### src/rtl/uart_rx_only.sv
// 8N1 UART receiver: 2-FF synchronised line, three-sample mid-bit majority vote,
// one-entry valid/ready holding register with framing-error and overrun pulses.
module uart_rx_only #(
    parameter int BPS_NUM = 208
) (
    input  logic       clk,
    input  logic       rst,
    input  logic       uart_rx,
    output logic [7:0] rx_data,
    output logic       rx_valid,
    input  logic       rx_ready,
    output logic       frame_err,
    output logic       overrun,
    output logic       rx_busy
);
    localparam int HALF = BPS_NUM / 2;
    localparam int CW   = $clog2(BPS_NUM);

    localparam logic [CW-1:0] CNT_LAST = CW'(BPS_NUM - 1);
    localparam logic [CW-1:0] CNT_S0   = CW'(HALF - 1);
    localparam logic [CW-1:0] CNT_S1   = CW'(HALF);
    localparam logic [CW-1:0] CNT_DEC  = CW'(HALF + 1);

    typedef enum logic [1:0] {
        IDLE,
        START,
        DATA,
        STOP
    } state_t;

    state_t        state_q, state_d;
    logic          sync1_q, sync1_d;
    logic          sync2_q, sync2_d;
    logic          prev_q, prev_d;
    logic [CW-1:0] cnt_q, cnt_d;
    logic [2:0]    bit_q, bit_d;
    logic [1:0]    smp_q, smp_d;
    logic [7:0]    shift_q, shift_d;
    logic [7:0]    data_q, data_d;
    logic          valid_q, valid_d;
    logic          ferr_q, ferr_d;
    logic          ovr_q, ovr_d;

    logic start_edge;
    logic end_of_bit;
    logic decide;
    logic vote;

    assign start_edge = prev_q & ~sync2_q;
    assign end_of_bit = (cnt_q == CNT_LAST);
    assign decide     = (cnt_q == CNT_DEC);
    // The third sample is the live synchronised bit at the decision point.
    assign vote       = (smp_q[0] & smp_q[1]) | (smp_q[0] & sync2_q) | (smp_q[1] & sync2_q);

    always_comb begin
        // NOTE: every signal gets a default here so no path leaves it unassigned
        // (which would infer a latch); flag pulses default low so they last one cycle.
        sync1_d = uart_rx;
        sync2_d = sync1_q;
        prev_d  = sync2_q;
        state_d = state_q;
        cnt_d   = cnt_q;
        bit_d   = bit_q;
        smp_d   = smp_q;
        shift_d = shift_q;
        data_d  = data_q;
        valid_d = valid_q;
        ferr_d  = 1'b0;
        ovr_d   = 1'b0;

        if (valid_q && rx_ready) valid_d = 1'b0;

        if (state_q != IDLE) begin
            cnt_d = end_of_bit ? '0 : cnt_q + 1'b1;
            if (cnt_q == CNT_S0) smp_d[0] = sync2_q;
            if (cnt_q == CNT_S1) smp_d[1] = sync2_q;
        end

        case (state_q)
            IDLE: begin
                cnt_d = '0;
                bit_d = '0;
                if (start_edge) state_d = START;
            end
            START: begin
                if (decide && vote) begin
                    state_d = IDLE;
                    cnt_d   = '0;
                end else if (end_of_bit) begin
                    state_d = DATA;
                end
            end
            DATA: begin
                if (decide) shift_d = {vote, shift_q[7:1]};
                if (end_of_bit) begin
                    bit_d = bit_q + 1'b1;
                    if (bit_q == 3'd7) state_d = STOP;
                end
            end
            STOP: begin
                if (decide) begin
                    state_d = IDLE;
                    cnt_d   = '0;
                    if (!vote) begin
                        ferr_d = 1'b1;
                    end else if (valid_q && !rx_ready) begin
                        ovr_d = 1'b1;
                    end else begin
                        data_d  = shift_q;
                        valid_d = 1'b1;
                    end
                end
            end
            default: state_d = IDLE;
        endcase
    end

    // NOTE: state registers use non-blocking assignment so every flop samples the
    // pre-edge value of the others, independent of statement order.
    always_ff @(posedge clk or posedge rst) begin
        if (rst) begin
            sync1_q <= 1'b1;
            sync2_q <= 1'b1;
            prev_q  <= 1'b1;
            state_q <= IDLE;
            cnt_q   <= '0;
            bit_q   <= '0;
            smp_q   <= '0;
            shift_q <= '0;
            data_q  <= '0;
            valid_q <= 1'b0;
            ferr_q  <= 1'b0;
            ovr_q   <= 1'b0;
        end else begin
            sync1_q <= sync1_d;
            sync2_q <= sync2_d;
            prev_q  <= prev_d;
            state_q <= state_d;
            cnt_q   <= cnt_d;
            bit_q   <= bit_d;
            smp_q   <= smp_d;
            shift_q <= shift_d;
            data_q  <= data_d;
            valid_q <= valid_d;
            ferr_q  <= ferr_d;
            ovr_q   <= ovr_d;
        end
    end

    assign rx_data   = data_q;
    assign rx_valid  = valid_q;
    assign frame_err = ferr_q;
    assign overrun   = ovr_q;
    assign rx_busy   = (state_q != IDLE);

endmodule
### config.mk
export PLATFORM = sky130hd
export DESIGN_NAME = uart_rx_only
export DESIGN_NICKNAME = d
export VERILOG_FILES = /design/src/rtl/uart_rx_only.sv
export SDC_FILE = /design/constraint.sdc
export NUM_CORES = 1
export LEC_CHECK = 0
export ABC_AREA = 1
export CAP_MARGIN = 20
export CORE_ASPECT_RATIO = 1.75
export CORE_MARGIN = 8
export CORE_UTILIZATION = 40
export CTS_BUF_LIST = sky130_fd_sc_hd__clkbuf_8
export DETAILED_ROUTE_END_ITERATION = 8
export PLACE_DENSITY_LB_ADDON = 0.08
export SLEW_MARGIN = 15
export SYNTH_ARGS = -nofsm -noshare
export SYNTH_HDL_FRONTEND = slang
export SYNTH_SLANG_ARGS = --single-unit
### constraint.sdc
create_clock -name clk -period 2.3 [get_ports clk]
set_input_delay 0.345 -clock clk [delete_from_list [all_inputs] [get_ports clk]]
set_output_delay 0.345 -clock clk [all_outputs]
set_load 0.02 [all_outputs]
==> results.md <==
* Largest net degree at the start of global routing at 38
* Cells after synthesis at 199
* Cell Chain, Critical Path: inv_1, nand2_2, clkdlybuf4s50_1
* Top delay family on crit path: buffers and inverters
* Most common cell in the netlist: nand2_1
* Post-CTS setup buffers at 0
* TritonCTS clock tree: built
* Die height at 104 um
* Period Utilization, post-route at 0.840
* Hold-fix buffers, CTS at 0
* Synth top area share at 0.482
* Mean Syn Cell Area at 8.88 um^2
* Post-synth cell types at 26
* Max transition margin at 0.695
* Syn nets at between 200 and 250
* Num CTS Buffers at 5
* YS warnings at 0
* Synth Flop Type: dfrtp_1
* Area of the die at 6880 um^2
* # fillers at a little over 400
* Reg clk slew, reported paths at about 0.07 ns
* Worst skew pair latency at ~0.28 ns
* RSZ-0062 raised after global routing: no
* Number of port buffers at 15
* RR Endpoint: state_q[0]$_DFFE_PP0P_
* Outcome: complete, no violations
* Yosys reg bits at 37
* Area after DPL at between 1500 and 2000 um^2
* WL per Instance at 12.2 um
* Initial Util at 0.409
* Seq/Total Area, Yosys at 0.526
* Tmin final at between 1.5 and 2 ns
* Commonest cells in the netlist: 49 x nand2_1, 34 x dfrtp_1, 31 x inv_1
* Post-CTS sizing at 0
* Critical path endpoint category: primary output
* CTS sink cnt at 37
* Max_cap viols at 0
* Cell taking the most area after synthesis: dfrtp_1
* Setup CP Type: reg2out
* Fmax at ~0.52 GHz
* WP depth at 3
* Clock Skew at between 0.006 and 0.007 ns
* DR vias at roughly 1300
* CTS Buffer Depth at 2
* Peak VDD IR at a little under 0.6 mV
* Area grow syn2layout at 16.7%
* Chip Width at 66.2 um
* Crit. Startpoint: state_q[0]$_DFFE_PP0P_
* Crit-path max FO at 8
* Antenna cells at 0
* Area of the mapped netlist at 1770 um^2
* CP Data Required Time at around 2.0 ns
* First-pass GRT wire length at approximately 5800 um
* Vias/cell at between 4 and 5
* Residual DRC at 0
* Cell area after layout at 2060 um^2
* Synth top area cells: dfrtp_1 48%, nand2_1 10%, inv_1 6.6%
* Hold Path Class: reg2reg
* Worst reg2reg path depth at 8
* GRT overflow at 0
* Nets at between 200 and 250
* Lkg Pwr at between 0.9 and 1 nW
* Vias in the first global route at 1291
* Root buf cell: clkbuf_8
* Async S/R FF share, synth at 1.00
* Final slew viol count at 0
* CP peak stage delay at roughly 0.64 ns
* Core area at ~4300 um^2
* Gpl congestion at slightly above 0.8
* Antenna Violating Nets Remaining at 0
* FF-to-FF Start: cnt_q[0]$_DFF_PP0_
* Num rows at 32
* # H-tree levels at 2
* Worst Setup EP: rx_busy
* Worst hold start: sync1_q$_DFF_PP1_
* All-Layer GR Usage at 0.107
* Routed WL at around 3300 um
* PD cells at roughly 680 nW/um^2
* Boundary Pins at 16
* Setup violators final at 0
* Initial antenna violation count at 0
* Worst Path Arrival at approximately 1.6 ns
* Hold Vio Cnt, Final at 0
* CP bufs+invs at 2
* Initial DRC Count at 66
* Setup crit start kind: register
* Worst Tran Pin Value at about 0.46 ns
* Crit-path slowest cell: clkdlybuf4s50_1
* Post-synth EDFFs at 0
* Fraction of layout cells with a size suffix above 1 at 0.136
* Reg2Reg Setup Slack at slightly below 0.7 ns
* DRT Pass-1 Iters at 4
* Detail Placement HPWL at approximately 2500 um
* Final setup TNS at 0 ns
[registers in the layout (all words and copies together) (netlist names), named ones only]
register,cells
state_q,1
rx_data,8
rx_valid,1
bit_q,3
smp_q,2
frame_err,1
sync1_q,1
cnt_q,8
prev_d,1
overrun,1
prev_q,1
shift_q,8
[layout by cell type (no fill, tap or decap)]
master / instances
nand3b_1: 2
nand3_2: 1
o21ai_0: 13
nor2_4: 2
clkdlybuf4s50_1: 15
inv_2: 1
nor3_1: 1
nand3_4: 1
ha_1: 5
nand4_1: 3
nor2_2: 2
o21ai_1: 1
inv_1: 33
o21ai_2: 7
nand2_4: 1
buf_4: 1
nand2_2: 4
xnor2_1: 1
dfrtp_1: 34
dfstp_2: 3
a21oi_4: 1
nand2_1: 49
xor2_1: 3
a22oi_1: 1
clkbuf_8: 6
nand3_1: 11
nor2_1: 19
[kinds of logic (layout without fill, tap and decap cells)]
family                     after synthesis  count (layout)  share of synthesized area
AOI/OAI and AO/OA                       23              23                     0.0878
buffers and inverters                   34              56                     0.0772
and+or+nand+nor                         96              96                      0.254
xor gates and xnor gates                 4               4                     0.0198
adders and majority gates                5               5                     0.0354
DFF                                     37              37                      0.526
[metrics by stage]
step                      std cells  utilization  total power [W]  hold slack (ns)  setup slack [ns]
after floorplan                 199            -         0.000887            0.345             0.825
final                           272        0.477          0.00140            0.357             0.367
after CTS                       272        0.477          0.00143            0.358             0.355
after global routing            272        0.477          0.00149            0.364             0.284
after detailed placement        264        0.456         0.000964            0.348             0.684
after global placement          264        0.456         0.000953            0.346             0.702
[routing by layer]
| metal | wire length, um | GRT usage | up-vias |
|---|---|---|---|
| met5 | 0 | 0 | - |
| li1 | - | - | 657 |
| met3 | 127 | 0.0270 | 5 |
| met1 | 1320 | 0.109 | 590 |
| met4 | 65 | 0.0507 | 0 |
| met2 | 1800 | 0.192 | 22 |
[worst min-delay path by stage]
stage	endpoint	slack, ns	cells after the start
final	prev_d$_DFF_PP1_	0.36	0
after global routing	prev_d$_DFF_PP1_	0.36	0
after CTS	prev_d$_DFF_PP1_	0.36	0
after detailed placement	prev_d$_DFF_PP1_	0.35	0
after global placement	prev_d$_DFF_PP1_	0.35	0
after floorplan	prev_d$_DFF_PP1_	0.35	0
[layout make-up]
class                   count  area, um^2  share of cell area
clock buffers               6        82.6              0.0400
clock inverters             2        7.51             0.00364
inverters                  32         120              0.0583
multi-input cells         128         701               0.340
flip-flops and latches     37         930               0.451
well taps                  51        63.8              0.0309
repair buffers             16         158              0.0765
[power by group]
part           leakage [nW]  internal [W]  switching, W
logic                 0.426     0.0000819      0.000166
clock network        0.0538      0.000235      0.000213
registers             0.504      0.000677     0.0000271
Note: power is estimated with default switching activity, not from simulation.
